**src/rtl/writeback_unit.sv**
```systemverilog
// -----------------------------------------------------------------------------
// writeback_unit
//   Final pipeline stage. It accepts execute results through a valid/ready
//   handshake and turns them into single-cycle register-file write pulses.
//   Load results are held in WAIT_LOAD until memory returns data. If no data
//   arrives within TIMEOUT cycles, the unit raises a sticky error flag and
//   drops the load.
//
// Parameters
//   TIMEOUT      maximum cycles spent in WAIT_LOAD (legal 2..255)
//
// Ports
//   clk, rst_n   clock (rising edge); asynchronous active-low reset
//   ex_valid     execute stage offers a result
//   ex_ready     unit can accept the offer this cycle (low only in WAIT_LOAD)
//   ex_regwrite  offered instruction writes a register
//   ex_is_load   offered instruction is a load; its data comes from memory
//   ex_rd        destination register index
//   ex_result    ALU result
//   mem_rvalid   load data valid
//   mem_rdata    load data
//   RegWrite     register-file write enable (one cycle per write)
//   Rd           register-file write index
//   Write_data   register-file write data
//   load_err     sticky load-timeout flag, cleared only by reset
//
// Optional feature (macro WB_BYPASS_EN)
//   Adds the Rs1/Rs2 inputs and a combinational forwarding path:
//   fwd_hitN/fwd_dataN report a match between RsN and the write in flight.
// -----------------------------------------------------------------------------
module writeback_unit #(
  parameter int unsigned TIMEOUT = 16
) (
  input  logic        clk,
  input  logic        rst_n,
  input  logic        ex_valid,
  output logic        ex_ready,
  input  logic        ex_regwrite,
  input  logic        ex_is_load,
  input  logic [4:0]  ex_rd,
  input  logic [31:0] ex_result,
  input  logic        mem_rvalid,
  input  logic [31:0] mem_rdata,
  output logic        RegWrite,
  output logic [4:0]  Rd,
  output logic [31:0] Write_data,
  output logic        load_err
`ifdef WB_BYPASS_EN
  ,
  input  logic [4:0]  Rs1,
  input  logic [4:0]  Rs2,
  output logic        fwd_hit1,
  output logic        fwd_hit2,
  output logic [31:0] fwd_data1,
  output logic [31:0] fwd_data2
`endif
);

  typedef enum logic [1:0] {
    IDLE      = 2'd0,
    WRITE     = 2'd1,
    WAIT_LOAD = 2'd2
  } state_t;

  // The counter compares against TIMEOUT-1, which is the final WAIT_LOAD cycle.
  localparam logic [7:0] LP_CNT_LAST = 8'(TIMEOUT - 1);

  state_t      r_state;
  logic        r_regwrite;
  logic [4:0]  r_rd;
  logic [31:0] r_wdata;
  logic        r_load_err;
  logic [7:0]  r_cnt;
  logic        r_ld_regwrite;
  logic [4:0]  r_ld_rd;

  logic        w_xfer;

  assign ex_ready = (r_state != WAIT_LOAD);
  assign w_xfer   = ex_valid & ex_ready;

  always_ff @(posedge clk or negedge rst_n) begin
    if (!rst_n) begin
      r_state       <= IDLE;
      r_regwrite    <= 1'b0;
      r_rd          <= '0;
      r_wdata       <= '0;
      r_load_err    <= 1'b0;
      r_cnt         <= '0;
      r_ld_regwrite <= 1'b0;
      r_ld_rd       <= '0;
    end else begin
      // NOTE: all state updates are non-blocking, so every read in this block
      // sees the values from before the edge. The default below is safe
      // because any later assignment in the same pass overrides it.
      r_regwrite <= 1'b0;
      case (r_state)
        IDLE, WRITE: begin
          if (w_xfer) begin
            if (ex_is_load) begin
              r_ld_rd       <= ex_rd;
              r_ld_regwrite <= ex_regwrite;
              r_cnt         <= '0;
              r_state       <= WAIT_LOAD;
            end else if (ex_regwrite && (ex_rd != 5'd0)) begin
              r_rd       <= ex_rd;
              r_wdata    <= ex_result;
              r_regwrite <= 1'b1;
              r_state    <= WRITE;
            end else begin
              r_state <= IDLE;   // nothing to write (no regwrite, or rd = x0)
            end
          end else begin
            r_state <= IDLE;
          end
        end
        WAIT_LOAD: begin
          // Load data takes priority over a timeout on the same edge.
          if (mem_rvalid) begin
            if (r_ld_regwrite && (r_ld_rd != 5'd0)) begin
              r_rd       <= r_ld_rd;
              r_wdata    <= mem_rdata;
              r_regwrite <= 1'b1;
              r_state    <= WRITE;
            end else begin
              r_state <= IDLE;
            end
          end else if (r_cnt == LP_CNT_LAST) begin
            r_load_err <= 1'b1;
            r_state    <= IDLE;
          end else begin
            r_cnt <= r_cnt + 8'd1;
          end
        end
        default: r_state <= IDLE;
      endcase
    end
  end

  assign RegWrite   = r_regwrite;
  assign Rd         = r_rd;
  assign Write_data = r_wdata;
  assign load_err   = r_load_err;

`ifdef WB_BYPASS_EN
  // The Rd != 0 term is redundant because RegWrite never fires with Rd = 0.
  // It is kept so that the forwarding path is correct on its own.
  assign fwd_hit1  = r_regwrite & (Rs1 == r_rd) & (r_rd != 5'd0);
  assign fwd_hit2  = r_regwrite & (Rs2 == r_rd) & (r_rd != 5'd0);
  assign fwd_data1 = fwd_hit1 ? r_wdata : 32'd0;
  assign fwd_data2 = fwd_hit2 ? r_wdata : 32'd0;
`endif

endmodule

```
**config.mk**
```make
export PLATFORM = sky130hd
export DESIGN_NAME = writeback_unit
export DESIGN_NICKNAME = d
export VERILOG_FILES = /design/src/rtl/writeback_unit.sv
export SDC_FILE = /design/constraint.sdc
export NUM_CORES = 1
export LEC_CHECK = 0
export CORE_MARGIN = 1.5
export CORE_UTILIZATION = 46
export DETAILED_ROUTE_END_ITERATION = 12
export GPL_ROUTABILITY_DRIVEN = 0
export GPL_TIMING_DRIVEN = 1
export PLACE_DENSITY = 0.86
export SLEW_MARGIN = 10
export SYNTH_ARGS = -nofsm -noshare
export SYNTH_HDL_FRONTEND = slang
export SYNTH_SLANG_ARGS = --single-unit
export TNS_END_PERCENT = 30
```
**constraint.sdc**
```tcl
create_clock -name clk -period 3.1 [get_ports clk]
set_input_delay 0.62 -clock clk [delete_from_list [all_inputs] [get_ports clk]]
set_output_delay 0.62 -clock clk [all_outputs]
set_load 0.02 [all_outputs]
```
==> out/qor.yml <==
setup_path:
  timing_worst_setup_path_type: "flip-flop to primary output"
  crit_slowest_cell: "clkdlybuf4s50_1"
  critPathLaunchType: "flip-flop"
  crit_chain: "nor2b_2 > inv_1 > clkdlybuf4s50_1"
  path_buf_inv: 2
  crit_arrival_ns: 1.78
  critPathMaxFanout: 7
  critical_path_required_ns: 2.48
  max_stage_delay_ns: 0.59
  crit_path_end_kind: "primary output"
  crit_family: "buffers and inverters"
clocking:
  clock_latency_ns: 0.31
  cts_resized: 0
  clock_path_buffers: 2
  clkSlewWorstSetupHoldPaths_ns: 0.09
  hold_buffers: 0
  clkSinkCount: 55
  cts_root_buf: "clkbuf_8"
  cts_tree: "done"
  numCtsBuffers: 5
  post_cts_buffers: 0
  htree_levels: 2
timing:
  relSlewSlack: 0.6089
  min_period_over_period: 0.7757
  finalSetupTns_ns: 0
  finalSetupViolations: 0
  drv_slew: 0
  worst_slew_pin_slew_ns: 0.5813
  clock.fmax_mhz: 415.9
  min_period_ns: 2.405
  finalHoldViolCount: 0
  fin_skew_ns: 0.006643
  rsz0062_at_grt: "false"
final_layout:
  diodes: 0
  finish.utilization: 0.7171
  area_growth_pct: 48.04
  nets: 469
  drive_above_1_share: 0.1421
  fin_area_um2: 4021
grt:
  gr-total-overflow: 0
  grt_pass1_wl_um: 10640
  grt_pass1_vias: 2286
  antenna_found_initial: 0
  grt.total_usage: 0.2173
  grt_max_degree: 39
drt:
  ant_nets: 0
  avgRoutedWirePerCell_um: 14.77
  drcViolationCount: 0
  vias_per_cell: 5.079
  first_iter_violations: 100
  drt-pass1-iter-count: 4
  route.vias.total: 2367
  wl_um: 6885
outcome:
  status: "complete, no violations"
placed_design:
  place_area_um2: 3921
  dpl.hpwl_um: 5114
  io_buffers: 114
synthesis:
  syn_area_um2: 2716
  ys_seq_elements: 55
  postSynth.asyncResetShare: 1.000
  ys.flop_type: "dfrtp_1"
  synth_xor_area_frac: 0.009673
  syn-mean-instance-area_um2: 9.736
  synthSimpleGateAreaFrac: 0.2400
  synth.distinct_cells: 34
  yosys.area_share.adder: 0.004606
  synth_compound_area_frac: 0.02487
  synth.mux.area_fraction: 0.1833
  synth_edf_count: 0
  synth_nets: 355
  synth_seq_area_share: 0.5067
  synth_top_family_by_area: "simple AND/OR/NAND/NOR gates"
  syn-instance-count: 279
  yosys_warnings: 0
power_and_ir_drop:
  pwr-share-comb: 0.469
  pwr_density_cell_nw_per_um2: 722.9
  switching_share: 0.3402
  peakVddDrop_uv: 374.6
  p_clk_frac: 0.148
  power.total_uw: 2907
  switchingPower_uw: 988.9
  power_frac_seq: 0.383
  p_int_uw: 1918
  cellLeakagePower_uw: 0.001918
worst_hold_path:
  hold_class: "input pin to async pin"
floorplan:
  coreArea_um2: 5608
  row_count: 27
  die-area_um2: 6375
  start_util: 0.4844
  die_h_um: 79.85
  die_width_um: 79.85
  ios: 115
run:
  cap_violations: 0
[power by group through the flow]
stage	Clock, uW	Sequential [uW]	Combinational (uW)
CTS	438	1110	1380
floorplan	0	1390	426
global route	465	1150	1440
finish	431	1110	1360
global placement	0	1120	1340
detailed placement	0	1130	1370
[layout by cell type, fill, tap and decap left out, types with 2 or more instances in the layout]
master	count
and3_1	3
buf_4	7
clkbuf_8	7
clkdlybuf4s50_1	113
dfrtp_1	55
inv_1	2
mux2_2	18
mux2_4	19
nand2_1	133
nand3_1	3
nand3b_1	2
nand4_1	3
nor2_1	3
o21ai_0	2
or4_1	2
xor2_1	3
[flip-flops by register name, summed over array words and instances (netlist names)]
register       cells
Rd                 5
RegWrite           1
Write_data        32
load_err           1
r_cnt              8
r_ld_rd            5
r_ld_regwrite      1
r_state            2
[synthesized netlist by cell type, types with 2 or more instances]
master | instances | area, um^2
xor2_1 | 3 | 26.28
clkbuf_1 | 9 | 33.78
dfrtp_1 | 55 | 1376
nand4_1 | 3 | 18.77
and3_1 | 3 | 18.77
buf_6 | 3 | 33.78
o21ai_0 | 2 | 10.01
nand3_1 | 3 | 15.01
or4_1 | 2 | 15.01
inv_1 | 2 | 7.510
nand2_1 | 133 | 499.2
mux2_4 | 19 | 285.3
nor2_1 | 3 | 11.26
nand3b_1 | 2 | 15.01
mux2_2 | 18 | 202.7
[final cells by class]
cell class	instances	area (um^2)
Clock buffer	8	100.1
Multi-Input combinational cell	208	1259
Inverter	2	7.507
Sequential cell	55	1376
Timing Repair Buffer	121	1189
Tap cell	72	90.09
Fill cell	434	1587
[through the flow]
stage	hold WS, ns	instances	setup WS, ns
after floorplan	0.3244	279	1.017
after global placement	0.4580	458	0.5409
after detailed placement	0.4646	458	0.4799
after CTS	0.3242	466	0.6788
after global routing	0.3329	466	0.5921
final	0.3160	466	0.6955
[per-layer routing]
metal  routed length, um  GRT usage  share of wire  vias up
met3                 597    0.06629          0.087       11
met5                   0          0              0        -
met2                3428     0.3847           0.50       98
met1                2723     0.2496           0.40     1123
li1                    -          -              -     1135
met4                 135    0.06897          0.020        0
[worst paths after layout]
path / startpoint / to / slack [ns] / depth (start not counted)
worst min register to register: load_err$_DFFE_PN0P_ / load_err$_DFFE_PN0P_ / 0.48 / 1
max in group asynchronous: rst_n / Write_data[12]$_DFFE_PN0P_ / 2.51 / 2
worst max register to register: r_ld_rd[1]$_DFFE_PN0P_ / Write_data[6]$_DFFE_PN0P_ / 1.14 / 5
worst min-delay path: rst_n / Rd[0]$_DFFE_PN0P_ / 0.32 / 2
min in group clk: load_err$_DFFE_PN0P_ / load_err$_DFFE_PN0P_ / 0.48 / 1
worst max-delay path: r_state[1]$_DFFE_PN0P_ / ex_ready / 0.70 / 3
[cell families after synthesis]
| kind of cell | Yosys count |
|---|---|
| AO/OA/AOI/OAI | 9 |
| XOR/XNOR | 3 |
| adder cells (fa/ha/maj) | 1 |
| buffers and inverters | 16 |
| flip-flops | 55 |
| multiplexers | 38 |
| AND/OR/NAND/NOR | 157 |
No activity file was read; power rests on OpenSTA's default activity.
